`src/rtl/keypad_code_entry.sv`:
```
// Keypad code entry: gathers digit presses into a code, presents it to the lock with a one-cycle
// strobe, then tracks the lock's grant/lockout response with timeout and grant hold.
module keypad_code_entry #(
    parameter int unsigned DIGITS       = 4,
    parameter int unsigned DIGIT_W      = 4,
    parameter int unsigned RESP_TIMEOUT = 8,
    parameter int unsigned GRANT_HOLD   = 16
) (
    input  logic                        clk,
    input  logic                        reset,
    input  logic                        key_valid,
    input  logic [DIGIT_W-1:0]          key_digit,
    input  logic                        key_clear,
    input  logic                        key_enter,
    input  logic                        lock_ok,
    input  logic                        lock_locked,
    output logic [DIGITS*DIGIT_W-1:0]   code,
    output logic                        code_valid,
    output logic                        granted,
    output logic                        denied,
    output logic                        entry_error,
    output logic                        locked_out,
    output logic [$clog2(DIGITS+1)-1:0] digit_count,
    output logic [1:0]                  fail_count,
    output logic                        busy
);

    localparam int unsigned CODE_W  = DIGITS * DIGIT_W;
    localparam int unsigned CNT_W   = $clog2(DIGITS + 1);
    localparam int unsigned TMR_MAX = (RESP_TIMEOUT > GRANT_HOLD) ? RESP_TIMEOUT : GRANT_HOLD;
    localparam int unsigned TMR_W   = $clog2(TMR_MAX + 1);

    typedef enum logic [2:0] {
        StCollect,
        StSend,
        StWaitResp,
        StGranted,
        StLockout
    } state_e;

    state_e             state_q, state_d;
    logic [CODE_W-1:0]  code_q, code_d;
    logic [CNT_W-1:0]   cnt_q, cnt_d;
    logic [1:0]         fail_q, fail_d;
    logic [TMR_W-1:0]   timer_q, timer_d;
    logic               code_valid_q, granted_q, denied_q, denied_d;
    logic               entry_error_q, entry_error_d, locked_out_q, busy_q;

    always_comb begin
        state_d       = state_q;
        code_d        = code_q;
        cnt_d         = cnt_q;
        fail_d        = fail_q;
        timer_d       = timer_q;
        denied_d      = 1'b0;
        entry_error_d = 1'b0;
        case (state_q)
            StCollect: begin
                if (key_clear) begin
                    code_d = '0;
                    cnt_d  = '0;
                end else if (key_enter) begin
                    if (cnt_q == CNT_W'(DIGITS)) begin
                        state_d = StSend;
                    end else begin
                        entry_error_d = 1'b1;
                        code_d        = '0;
                        cnt_d         = '0;
                    end
                end else if (key_valid && (cnt_q < CNT_W'(DIGITS))) begin
                    code_d = {code_q[CODE_W-DIGIT_W-1:0], key_digit};
                    cnt_d  = cnt_q + 1'b1;
                end
            end
            StSend: begin
                // Lock responses during the strobe cycle are deliberately not looked at.
                timer_d = '0;
                state_d = StWaitResp;
            end
            StWaitResp: begin
                if (lock_locked) begin
                    state_d = StLockout;
                end else if (lock_ok) begin
                    state_d = StGranted;
                    fail_d  = 2'd0;
                    timer_d = '0;
                end else if (timer_q == TMR_W'(RESP_TIMEOUT - 1)) begin
                    state_d  = StCollect;
                    denied_d = 1'b1;
                    fail_d   = (fail_q == 2'd3) ? 2'd3 : fail_q + 2'd1;
                    code_d   = '0;
                    cnt_d    = '0;
                end else begin
                    timer_d = timer_q + 1'b1;
                end
            end
            StGranted: begin
                if (timer_q == TMR_W'(GRANT_HOLD - 1)) begin
                    state_d = StCollect;
                    code_d  = '0;
                    cnt_d   = '0;
                end else begin
                    timer_d = timer_q + 1'b1;
                end
            end
            StLockout: state_d = StLockout;
            default:   state_d = StCollect;
        endcase
    end

    // Level outputs are registered from the next state so they line up with the state register.
    always_ff @(posedge clk) begin
        if (reset) begin
            state_q       <= StCollect;
            code_q        <= '0;
            cnt_q         <= '0;
            fail_q        <= 2'd0;
            timer_q       <= '0;
            code_valid_q  <= 1'b0;
            granted_q     <= 1'b0;
            denied_q      <= 1'b0;
            entry_error_q <= 1'b0;
            locked_out_q  <= 1'b0;
            busy_q        <= 1'b0;
        end else begin
            state_q       <= state_d;
            code_q        <= code_d;
            cnt_q         <= cnt_d;
            fail_q        <= fail_d;
            timer_q       <= timer_d;
            code_valid_q  <= (state_d == StSend);
            granted_q     <= (state_d == StGranted);
            denied_q      <= denied_d;
            entry_error_q <= entry_error_d;
            locked_out_q  <= (state_d == StLockout);
            busy_q        <= (state_d != StCollect);
        end
    end

    assign code        = code_q;
    assign code_valid  = code_valid_q;
    assign granted     = granted_q;
    assign denied      = denied_q;
    assign entry_error = entry_error_q;
    assign locked_out  = locked_out_q;
    assign digit_count = cnt_q;
    assign fail_count  = fail_q;
    assign busy        = busy_q;

endmodule

```
`config.mk`:
```
export PLATFORM = sky130hd
export DESIGN_NAME = keypad_code_entry
export DESIGN_NICKNAME = d
export VERILOG_FILES = /design/src/rtl/keypad_code_entry.sv
export SDC_FILE = /design/constraint.sdc
export NUM_CORES = 1
export LEC_CHECK = 0
export ABC_AREA = 0
export BUFFER_PORTS_ARGS = -buffer_cell sky130_fd_sc_hd__buf_2
export CORE_MARGIN = 4
export CORE_UTILIZATION = 52
export DETAILED_ROUTE_END_ITERATION = 10
export PLACE_DENSITY = 0.73
export REMOVE_ABC_BUFFERS = 1
export SLEW_MARGIN = 20
export SYNTH_ARGS = -nofsm -noshare
export SYNTH_HDL_FRONTEND = slang
export SYNTH_SLANG_ARGS = --single-unit
```
`constraint.sdc`:
```
create_clock -name clk -period 2.1 [get_ports clk]
set_input_delay 0.315 -clock clk [delete_from_list [all_inputs] [get_ports clk]]
set_output_delay 0.315 -clock clk [all_outputs]
set_load 0.01 [all_outputs]
```
==> impl_metrics.yaml <==
synth:
  ys_warn_count: 0
  synth_top_cell_area_share: 0.4275
  async_reset_ff_frac: 0
  synthSimpleGateAreaFrac: 0.2962
  seq_area_frac_synth: 0.4275
  netlist_instances: 176
  synth_flop_cell: "dfxtp_1"
  ys_ff_latch: 35
  synth-xor-area-share: 0
  synth_edf_count: 0
  synth-compound-area-share: 0.1695
  synth_top_cell_by_area: "dfxtp_1"
  avgSynthCellArea_um2: 9.313
  synthTopCellsByArea: "dfxtp_1, nand3_2, a21oi_2"
  synth_area_um2: 1639
  yosysUniqueCellTypes: 41
  synth_top_family_by_area: "simple AND/OR/NAND/NOR gates"
  synth-adder-area-share: 0.03053
  muxShareOfSynthArea: 0.006870
detailed_routing:
  wirelength_um: 3383
  wire_per_inst_um: 12.91
  drc: 0
  first_pass_iters: 4
  first_iter_violations: 76
  via_count: 1405
  ant_nets: 0
  routed_via_density: 5.363
place:
  port_buffers: 37
  hpwl_um: 2440
  placed_cells: 254
  place.gp.congestion: 0.7995
  dp_slack_ns: 0.1685
layout:
  fin_cells: 262
  antenna_cells: 0
  nNetsFinal: 232
  area_growth_pct: 16.95
  drive_gt1_frac: 0.3624
  final_common_cell: "buf_2"
  final_cell_mix: "buf_2, dfxtp_1, nand2_1"
die:
  pin_count: 38
  die_h_um: 64.15
  die_area_um2: 4115
  dieWidth_um: 64.15
  initial_core_util: 0.5413
  std_cell_rows: 20
  core-area_um2: 3028
sta:
  finClkSkew_ns: 0.008381
  setup_tns_ns: 0
  rsz0062_at_grt: "no"
  fin_ws_ns: 0.1739
  fin_crit_sh: 0.9172
  whs_ns: 0.2187
  hold_viol: 0
  slew_headroom: 0.7579
  fin_crit_ns: 1.926
  fmax_mhz: 519.2
  finalSetupViolCount: 0
  final_max_slew_viol_count: 0
  worst_slew_pin_slew_ns: 0.3626
run_status:
  outcome: "complete, no violations"
pwr:
  leakage_nw: 0.7511
  power.density_nw_per_um2: 605.4
  vdd_drop_max_v: 0.0002830
critical_path:
  crit_cells: 9
  required_ns: 2.37
  path_cells: "ha_1 > and3_1 > ha_1 > a21bo_2 > o21a_1 > nand4_2 > buf_4 > nand2_1 > a21oi_1"
  critPathArrivalTime_ns: 2.20
  slowest_stage: "dfxtp_1"
  critPathTopFamily: "compound AO/OA/AOI/OAI gates"
  endpoint_kind: "flip-flop"
  worstPathMaxFanout: 12
  path_buf_inv: 1
  reg2reg_depth: 9
  crit_type: "reg2reg"
  cp-start-kind: "flip-flop"
  cp_common_cell: "ha_1"
  slowest_delay_ns: 0.34
clock_network:
  cts_made_buffers: 5
  cts_max_path_buffers: 2
  h-tree-depth: 2
  root_buffer: "clkbuf_4"
  clk_pin_slew_ns: 0.10
  clock-sinks: 35
  cts_tree: "done"
  clk_latency_ns: 0.34
global_routing:
  grt_max_degree: 24
  grt-ovfl-total: 0
  grt_pass1_wl_um: 5761
  antenna_found_initial: 0
  grt_pass1_vias: 1336
  grtUsageTotal: 0.1774
job:
  drv_cap: 0
hold_path:
  holdPathStages: 3
  hold_class: "in2reg"
-- per-stage QoR --
| step | instance area, um^2 | utilization | power, mW |
|---|---|---|---|
| 5_1_grt | 1917 | 0.6331 | 1.221 |
| 4_1_cts | 1913 | 0.6318 | 1.171 |
| 3_5_place_dp | 1844 | 0.6091 | 0.7610 |
| 3_3_place_gp | 1844 | 0.6091 | 0.7588 |
| 2_1_floorplan | 1559 | - | 0.7192 |
| 6_report | 1917 | 0.6331 | 1.160 |
-- worst paths after layout --
path	startpoint	to	slack [ns]
setup reg to reg	timer_q[0]	code[0]	0.17
hold / removal	key_digit[3]	code[3]	0.22
setup / recovery	timer_q[0]	code[0]	0.17
hold reg to reg	code[12]	code[12]	0.46
-- where the power goes --
group / internal [mW] / switching [mW] / leakage (nW)
Combinational: 0.0255 / 0.0491 / 0.430
Clock: 0.197 / 0.217 / 0.0386
Sequential: 0.668 / 0.00379 / 0.282
-- cells in the mapped netlist, types with 3 or more instances --
master	instances
nand3_1	14
nand2_1	23
nand2b_1	3
ha_1	4
nor2_1	9
a21oi_2	10
nand3_2	10
o21ai_0	3
nor3_1	3
buf_6	3
a21oi_1	12
inv_1	9
dfxtp_1	35
-- registers in the layout, indices dropped and copies added, names as in the netlist --
| signal | flops |
|---|---|
| locked_out | 1 |
| state_q | 3 |
| denied | 1 |
| timer_q | 5 |
| fail_count | 2 |
| entry_error | 1 |
| busy | 1 |
| code | 16 |
| granted | 1 |
| digit_count | 3 |
| code_valid | 1 |
-- metal layers --
metal | track usage | up-vias | wire length (um)
li1 | - | 703 | -
met1 | 0.2022 | 668 | 1562
met2 | 0.2968 | 27 | 1597
met3 | 0.06678 | 7 | 173
met4 | 0.07388 | 0 | 49
met5 | 0 | - | 0
-- final cells by class --
| type | count | area (um^2) |
|---|---|---|
| Fill cell | 271 | 1111 |
| Multi-Input combinational cell | 123 | 824.5 |
| Sequential cell | 35 | 700.7 |
| Timing Repair Buffer | 43 | 234.0 |
| Clock buffer | 8 | 68.82 |
| Tap cell | 44 | 55.05 |
| Inverter | 9 | 33.78 |
-- kinds of logic (layout without fill, tap and decap cells) --
group                      Yosys count  count (layout)
and+or+nand+nor                     78              78
AOI/OAI and AO/OA                   40              40
DFF                                 35              35
buffers and inverters               18              60
adders and majority gates            4               4
muxes                                1               1
-- worst min-delay path: stages --
cell and delay, ns:
buf_2 0.10, nand3_2 0.05, a21oi_2 0.04
-- what timing repair did --
action | in CTS | in global routing
endpoints found under the setup margin | 0 | 5
hold buffers | 0 | 0
buffers inserted | 0 | 0
gates resized for setup | 0 | 1
(Power assumes the default switching activity.)
